### src/rtl/dense_rom_pkg.sv
// rtl/dense_rom_pkg.sv - shared types and defaults for the dense-weight ROM blocks
package dense_rom_pkg;

    localparam int ROM_ADDR_W = 7;
    localparam int ROM_DATA_W = 16;
    localparam int BUF_DEPTH  = 2;

    typedef enum logic [1:0] {
        IDLE  = 2'd0,
        RUN   = 2'd1,
        DRAIN = 2'd2
    } state_t;

    typedef struct packed {
        logic [ROM_DATA_W-1:0] data;
        logic                  last;
    } beat_t;

endpackage

### src/rtl/dense_rom_reader_if.sv
// rtl/dense_rom_reader_if.sv - valid/ready word stream toward the dense MAC array
interface dense_rom_reader_if #(
    parameter int DATA_W = 16
);
    logic              out_valid;
    logic              out_ready;
    logic [DATA_W-1:0] out_data;
    logic              out_last;

    modport master (
        output out_valid,
        output out_data,
        output out_last,
        input  out_ready
    );

    modport slave (
        input  out_valid,
        input  out_data,
        input  out_last,
        output out_ready
    );
endinterface

### src/rtl/dense_skid_fifo.sv
// rtl/dense_skid_fifo.sv - 2-entry synchronous FIFO shared by the dense blocks
module dense_skid_fifo #(
    parameter int WIDTH = 17
) (
    input  logic             clock,
    input  logic             reset_n,
    input  logic             push,
    input  logic [WIDTH-1:0] push_data,
    input  logic             pop,
    output logic [WIDTH-1:0] pop_data,
    output logic [1:0]       count,
    output logic             empty,
    output logic             full
);

    logic [WIDTH-1:0] mem [2];
    logic             wr_ptr;
    logic             rd_ptr;
    logic             do_push;
    logic             do_pop;

    assign empty    = (count == 2'd0);
    assign full     = (count == 2'd2);
    assign do_pop   = pop && !empty;
    // A push into a full FIFO is only allowed when a pop frees a slot in the same cycle.
    assign do_push  = push && (!full || do_pop);
    assign pop_data = mem[rd_ptr];

    // Storage, pointers and saturating occupancy count.
    always_ff @(posedge clock or negedge reset_n) begin
        if (!reset_n) begin
            mem[0] <= '0;
            mem[1] <= '0;
            wr_ptr <= 1'b0;
            rd_ptr <= 1'b0;
            count  <= 2'd0;
        end else begin
            if (do_push) begin
                mem[wr_ptr] <= push_data;
                wr_ptr      <= ~wr_ptr;
            end
            if (do_pop) begin
                rd_ptr <= ~rd_ptr;
            end
            case ({do_push, do_pop})
                2'b10:   count <= count + 2'd1;
                2'b01:   count <= count - 2'd1;
                default: count <= count;
            endcase
        end
    end

endmodule

### src/rtl/dense_rom_reader.sv
// rtl/dense_rom_reader.sv - walks a wrapping ROM address range and streams the words out
module dense_rom_reader
    import dense_rom_pkg::*;
#(
    parameter int ADDR_W = ROM_ADDR_W,
    parameter int DATA_W = ROM_DATA_W
) (
    input  logic                clock,
    input  logic                reset_n,
    input  logic                start,
    input  logic [ADDR_W-1:0]   start_addr,
    input  logic [ADDR_W:0]     count,
    output logic                busy,
    output logic                done,
    output logic [ADDR_W-1:0]   rom_addr,
    input  logic [DATA_W-1:0]   rom_data,
    dense_rom_reader_if.master  strm
);

    state_t             state;
    state_t             state_next;
    logic [ADDR_W-1:0]  cur_addr;
    logic [ADDR_W:0]    reads_rem;
    logic [ADDR_W:0]    pops_rem;
    logic [ADDR_W:0]    count_eff;
    logic               inflight;
    logic               inflight_last;
    logic               issue;
    logic               pop;
    logic               accept;
    logic [2:0]         occupancy;
    logic [DATA_W:0]    head;
    logic [1:0]         fifo_count;
    logic               fifo_empty;
    logic               fifo_full;

    // A zero count means one full trip around the ROM.
    assign count_eff = (count == '0) ? {1'b1, {ADDR_W{1'b0}}} : count;
    assign accept    = (state == IDLE) && start;

    assign strm.out_valid = !fifo_empty;
    assign strm.out_data  = fifo_empty ? '0 : head[DATA_W:1];
    assign strm.out_last  = fifo_empty ? 1'b0 : head[0];
    assign pop            = strm.out_valid && strm.out_ready;

    // Slots already claimed once this cycle's pop leaves; a read is only issued if its word will fit.
    assign occupancy = {1'b0, fifo_count} + {2'b00, inflight} - {2'b00, pop};
    assign issue     = (state == RUN) && (reads_rem != '0) && (occupancy < 3'(BUF_DEPTH));

    assign rom_addr = cur_addr;
    assign busy     = (state != IDLE);

    // State register.
    always_ff @(posedge clock or negedge reset_n) begin
        if (!reset_n) begin
            state <= IDLE;
        end else begin
            state <= state_next;
        end
    end

    // Next-state logic: RUN until the final read issues, DRAIN until the final word leaves.
    always_comb begin
        state_next = state;
        case (state)
            IDLE: begin
                if (start) state_next = RUN;
            end
            RUN: begin
                if (issue && (reads_rem == 1)) state_next = DRAIN;
            end
            DRAIN: begin
                if (pop && (pops_rem == 1)) state_next = IDLE;
            end
            default: state_next = IDLE;
        endcase
    end

    // Address walk, remaining counters, in-flight tracking and the done pulse.
    always_ff @(posedge clock or negedge reset_n) begin
        if (!reset_n) begin
            cur_addr      <= '0;
            reads_rem     <= '0;
            pops_rem      <= '0;
            inflight      <= 1'b0;
            inflight_last <= 1'b0;
            done          <= 1'b0;
        end else begin
            done          <= (state == DRAIN) && pop && (pops_rem == 1);
            inflight      <= issue;
            inflight_last <= issue && (reads_rem == 1);
            if (accept) begin
                cur_addr  <= start_addr;
                reads_rem <= count_eff;
                pops_rem  <= count_eff;
            end else begin
                if (issue) begin
                    cur_addr  <= cur_addr + 1'b1;
                    reads_rem <= reads_rem - 1'b1;
                end
                if (pop) begin
                    pops_rem <= pops_rem - 1'b1;
                end
            end
        end
    end

    dense_skid_fifo #(
        .WIDTH (DATA_W + 1)
    ) u_fifo (
        .clock     (clock),
        .reset_n   (reset_n),
        .push      (inflight),
        .push_data ({rom_data, inflight_last}),
        .pop       (pop),
        .pop_data  (head),
        .count     (fifo_count),
        .empty     (fifo_empty),
        .full      (fifo_full)
    );

endmodule
### src/flat_wrapper.sv
// flat-port wrapper written by rule: the top's interface ports become plain ports
module dense_rom_reader_flat import dense_rom_pkg::*;
#(
    parameter int ADDR_W = ROM_ADDR_W,
    parameter int DATA_W = ROM_DATA_W
)
  (clock, reset_n, start, start_addr, count, busy, done, rom_addr, rom_data, strm_out_valid, strm_out_data, strm_out_last, strm_out_ready);
  dense_rom_reader_if #(.DATA_W(DATA_W)) strm_i ();
  input  logic clock;
  input  logic reset_n;
  input  logic start;
  input  logic [ADDR_W-1:0] start_addr;
  input  logic [ADDR_W:0] count;
  output logic busy;
  output logic done;
  output logic [ADDR_W-1:0] rom_addr;
  input  logic [DATA_W-1:0] rom_data;
  output wire logic [$bits(strm_i.out_valid)-1:0] strm_out_valid;
  output wire logic [$bits(strm_i.out_data)-1:0] strm_out_data;
  output wire logic [$bits(strm_i.out_last)-1:0] strm_out_last;
  input wire logic [$bits(strm_i.out_ready)-1:0] strm_out_ready;
  assign strm_out_valid = strm_i.out_valid;
  assign strm_out_data = strm_i.out_data;
  assign strm_out_last = strm_i.out_last;
  assign strm_i.out_ready = strm_out_ready;
  dense_rom_reader #(.ADDR_W(ADDR_W), .DATA_W(DATA_W)) u_core (.clock(clock), .reset_n(reset_n), .start(start), .start_addr(start_addr), .count(count), .busy(busy), .done(done), .rom_addr(rom_addr), .rom_data(rom_data), .strm(strm_i));
endmodule
### config.mk
export PLATFORM = sky130hd
export DESIGN_NAME = dense_rom_reader_flat
export DESIGN_NICKNAME = d
export VERILOG_FILES = /design/src/rtl/dense_rom_pkg.sv /design/src/rtl/dense_rom_reader_if.sv /design/src/rtl/dense_skid_fifo.sv /design/src/rtl/dense_rom_reader.sv /design/src/flat_wrapper.sv
export SDC_FILE = /design/constraint.sdc
export NUM_CORES = 1
export LEC_CHECK = 0
export CORE_MARGIN = 2
export CORE_UTILIZATION = 55
export CTS_BUF_LIST = sky130_fd_sc_hd__clkbuf_16
export DETAILED_ROUTE_END_ITERATION = 12
export GPL_TIMING_DRIVEN = 0
export PLACE_DENSITY = 0.91
export SLEW_MARGIN = 20
export SYNTH_ARGS = -nofsm -noshare
export SYNTH_HDL_FRONTEND = slang
export SYNTH_SLANG_ARGS = --single-unit
### constraint.sdc
create_clock -name clock -period 4.5 [get_ports clock]
set_clock_uncertainty 0.15 [all_clocks]
set_input_delay 0.9 -clock clock [delete_from_list [all_inputs] [get_ports clock]]
set_output_delay 0.9 -clock clock [all_outputs]
set_load 0.02 [all_outputs]
* Word level (Yosys, flattened, before mapping)
Cells that the tools add are included.
** Storage, ports and cells
- Bits in registers :: 66
- Bits in latches :: 0
- Memory bits (writable) :: 0
- Bits in read-only memories :: 0
- Input bits :: 35
- Logic and storage cells :: 80
- Memories kept :: 0
** Operators by class
- Add/sub/neg operators :: 7
- $mul :: 0
- Div/mod/pow operators :: 0
- Order comparisons :: 4
- Equal/unequal tests :: 10
- Shifts and indexed selects :: 0
- Muxes and demuxes :: 20
- Bitwise gates (word level) :: 4
- Reductions and logical operators :: 23
** Operators with widths (count)
- $mux 17 :: 4
- $mux 8 :: 5
- $bwmux 34 :: 1
- $demux 17 s1 :: 1
- $eq 8x1->1 const B :: 2
- $mux 16 :: 1
- $sub 8x1->8 const B :: 2
- $mux 7 :: 2
- $logic_and 1x1->1 :: 11
- $logic_not 8->1 :: 1
- $reduce_bool 2->1 :: 4
- $reduce_bool 8->1 :: 1
- $add 7x1->7 const B :: 1
- $eq 2x2->1 const B :: 3
- $mux 2 :: 3
- $pmux 2 s3 :: 1
- $eq 2x1->1 const B :: 2
- $ge 2x2->1 const B :: 2
- $logic_not 2->1 :: 2
- $ne 2x2->1 const B :: 2
- $not 1->2 :: 2
- $pmux 2 s2 :: 1
- $add 2x1->3 :: 1
- $lt 3x2->1 const B :: 1
- 10 further kinds :: 12

* Longest topological paths before layout
- Word-level depth :: 9
- Mapped depth :: 11
- Gate-level depth less buffers :: 9

* Cells and area by module
A second synthesis with hierarchy kept.
** Second synthesis, totals
- Cells, all modules :: 306
- Area, all modules :: 3513.4 um^2
** By module, submodules not included
- dense_skid_fifo :: instances 1, cells an instance 116, area each 1791.7 um^2, seq. area each 950.9 um^2
- dense_rom_reader :: instances 1, cells an instance 190, area each 1721.7 um^2, seq. area each 700.7 um^2

* Worst setup path before layout
OpenSTA, ideal clock, no wires.
- Path type :: in2reg
- From :: input port strm_out_ready
- To :: register u_core.reads_rem[5]
- Arrival time :: 2881 ps
- Required time :: 4230 ps
- Slack :: 1349 ps
- Stages :: 9
- Cells stage by stage :: o21ai_1 -> nor2_1 -> fa_1 -> xnor2_1 -> and3_1 -> buf_4 -> nand3_1 -> or4_1 -> a31o_2
** On the way
- Cells in the longest elaborated chain, start to end :: 5
** RTL lines
- start: declaration :: line flat_wrapper.sv:21 : input wire logic [$bits(strm_i.out_ready)-1:0] strm_out_ready;
- $logic_and 1x1->1 :: line dense_rom_reader.sv:44 : assign pop = strm.out_valid && strm.out_ready;
- $sub 3x1->3 :: line dense_rom_reader.sv:47 : assign occupancy = {1'b0, fifo_count} + {2'b00, inflight} - {2'b00, pop};
- $lt 3x2->1 :: line dense_rom_reader.sv:48 : assign issue = (state == RUN) && (reads_rem != '0) && (occupancy < 3'(BUF_DEPTH));
- $logic_and 1x1->1 :: line dense_rom_reader.sv:48
- $reduce_bool 2->1 (no line)
- end signal: assignment :: line dense_rom_reader.sv:94 : reads_rem <= count_eff;
- end signal: assignment :: line dense_rom_reader.sv:99 : reads_rem <= reads_rem - 1'b1;
- end: declaration :: line dense_rom_reader.sv:23 : logic [ADDR_W:0] reads_rem;
No other way between the ends.
A chain may end at the register's enable or synchronous reset.

* Worst setup path after layout
Same ends and word-level chain as after synthesis.

==> out/results.tsv <==
metric	value	unit
vias per inst	5.58	
Fmax	0.276	GHz
Reg area	0.00165	mm²
grt ovf	0	
relative slew slack	0.550	
CP cell instances	clkdlybuf4s50_1 > o21ai_1 > nor2_1 > fa_1 > xnor2_1 > and3_1 > buf_4 > nand3_1 > or4_1 > a31o_2	
ys flop type	dfrtp_1	
largest net degree at the start of global routing	57	
Multi-input gate area	0.00152	mm²
Max Slew Vio Count	0	
die area	0.00657	mm²
Starting Density	0.562	
Clock Pin Slew Worst Setup and Hold Paths	0.05	ns
DRT antenna net count	0	
first drt pass iteration count	4	
setup bufs post-CTS	0	
drt initial violations	102	
Fin. Hold Viols	0	
Die Height	81.1	µm
net count after synthesis	336	
initial antenna violation count	0	
Root Driver	clkbuf_16	
Hold Crit Class	in2async	
Ports	62	
dpl hpwl	4.97	mm
vias in the first global route	2599	
Longest Clk Path Bufs	2	
Synth area leader	dfrtp_1	
worst hold slack	0.261	ns
first-pass GRT wire length	11.5	mm
Startpoint Class	input port	
Antenna Cells	0	
ys async rst share	1.00	
Max IR drop VDD	0.510	mV
Syn Area/Cell	11.1	µm²
area delta synth->final	33.2	%
RSZ-0062 raised after global routing	false	
CP max stage delay	0.49	ns
layout cells sized above 1	0.176	
worst-margin pin slew	0.671	ns
endpoints failing setup	0	
Port Buffers	61	
Leak	1.87	nW
WP data required	4.56	ns
Worst EP arrival	3.69	ns
DR WL/cell	16.4	µm
post-CTS sizing	0	
Mapped Area	0.00327	mm²
gr usage total	0.232	
total length of routed wires	7.29	mm
DR vias	2482	
Final period util	0.806	
top post-synthesis cells by area	dfrtp_1 51%, mux2_2 12%, mux2i_1 5.2%	
critical path type	in2reg	
DRC	0	
Max Cap Viol	0	
sequential area share after synthesis	0.506	
Slowest-stage cell, CP	clkdlybuf4s50_1	
status	finished, final reports clean	
library cells used by synthesis	47	
power after layout	3.62	mW
Final nets	409	
worst skew pair latency	0.33	ns
Post-CTS Hold Buffers	0	
Placer Congestion	0.861	
fill count	383	
number of flops mapped to enable cells by yosys	0	
total core area	0.00582	mm²
cts bufs inserted	9	
CTS Sinks	66	
crit end category	register	
post-synthesis cell count	293	
CTS tree	yes	
Yosys top cell area share	0.506	
setup_tns	0	ns
Final min period	3.63	ns
Site Rows	28	
CP max FO	9	
H-tree depth	3	
design area	0.00435	mm²
Seq cells post-synth	66	
dpl cell area	0.00400	mm²
die span in x	81.1	µm
cell family with most CP delay	simple AND/OR/NAND/NOR gates	
pwr dens	833	mW/mm²
YS warnings	0	
CP Buf/Inv Count	2	
## cell usage after synthesis (3+ instances only)
cell type / instances
nand3_1: 7
mux2_2: 34
o21ai_0: 8
xnor2_1: 12
dfrtp_1: 66
nand4_1: 3
xor2_1: 7
buf_2: 3
a21oi_1: 11
and2_1: 3
inv_1: 10
ha_1: 7
nand2_1: 15
clkbuf_1: 6
or4_1: 4
nor3_1: 6
nor2_1: 37
mux2i_1: 17
## placed cells by master (no fill, tap or decap), types with 8 or more instances in the layout
| cell | instances |
|---|---|
| dfrtp_1 | 66 |
| clkdlybuf4s50_1 | 60 |
| nor2_1 | 37 |
| mux2_2 | 34 |
| mux2i_1 | 17 |
| nand2_1 | 15 |
| xnor2_1 | 12 |
| a21oi_1 | 11 |
| inv_1 | 10 |
| clkbuf_16 | 9 |
| o21ai_0 | 8 |
## metrics by stage
stage / utilization / std cells / setup WS [ns]
3_3_place_gp: 0.683 / 429 / 0.360
5_1_grt: 0.748 / 445 / 0.723
6_report: 0.748 / 445 / 0.873
4_1_cts: 0.748 / 445 / 0.885
3_5_place_dp: 0.687 / 430 / 0.555
2_1_floorplan: - / 293 / 1.35
## per-layer routing
layer,share of wire,track usage,routed length [µm]
met1,0.42,0.270,3070
met2,0.51,0.409,3730
met4,0.019,0.108,136
met3,0.049,0.0478,360
met5,0,0,0
## flip-flops by register name (all words and copies together), names as in the netlist
signal,cells
u_core.u_fifo.count,2
u_core.u_fifo.wr_ptr,1
u_core.state,2
u_core.done,1
u_core.pops_rem,8
u_core.inflight_last,1
u_core.u_fifo.mem,34
u_core.u_fifo.rd_ptr,1
u_core.inflight,1
u_core.rom_addr,7
u_core.reads_rem,8
## path summary, 6_finish.rpt
check | start | endpoint | slack [ns] | depth (start not counted)
max in group asynchronous | reset_n | u_core.u_fifo.mem[13]$_DFFE_PN0P_ | 3.43 | 2
min reg2reg | u_core.u_fifo.mem[33]$_DFFE_PN0P_ | u_core.u_fifo.mem[33]$_DFFE_PN0P_ | 0.36 | 1
min | reset_n | u_core.u_fifo.mem[16]$_DFFE_PN0P_ | 0.26 | 1
max | strm_out_ready | u_core.reads_rem[5]$_DFFE_PN0P_ | 0.87 | 10
max reg2reg | u_core.u_fifo.count[0]$_DFFE_PN0P_ | u_core.reads_rem[5]$_DFFE_PN0P_ | 1.29 | 10
min in group clock | u_core.u_fifo.mem[33]$_DFFE_PN0P_ | u_core.u_fifo.mem[33]$_DFFE_PN0P_ | 0.36 | 1
## final cells by class
cell class	count	share of cell area
Sequential cell	66	0.380
Multi-Input combinational cell	205	0.349
Timing Repair Buffer	62	0.146
Clock buffer	9	0.0518
Clock inverter	6	0.0299
Tap cell	75	0.0216
Buffer	11	0.0121
Inverter	11	0.00949
## report_power, final
| group | internal [mW] | switching, mW | total (mW) | leakage (nW) |
|---|---|---|---|---|
| registers | 0.880 | 0.221 | 1.10 | 0.788 |
| clock network | 0.591 | 0.244 | 0.836 | 0.175 |
| logic | 0.823 | 0.862 | 1.69 | 0.903 |
## cells by family after synthesis
logic type	Yosys count	synth area share
AND/OR/NAND/NOR	92	0.138
AO/OA/AOI/OAI	35	0.0743
buffers and inverters	22	0.0287
adder cells (fa/ha/maj)	8	0.0329
multiplexers	51	0.169
flip-flops	66	0.506
XOR/XNOR	19	0.0510
Note: power is estimated with default switching activity, not from simulation.
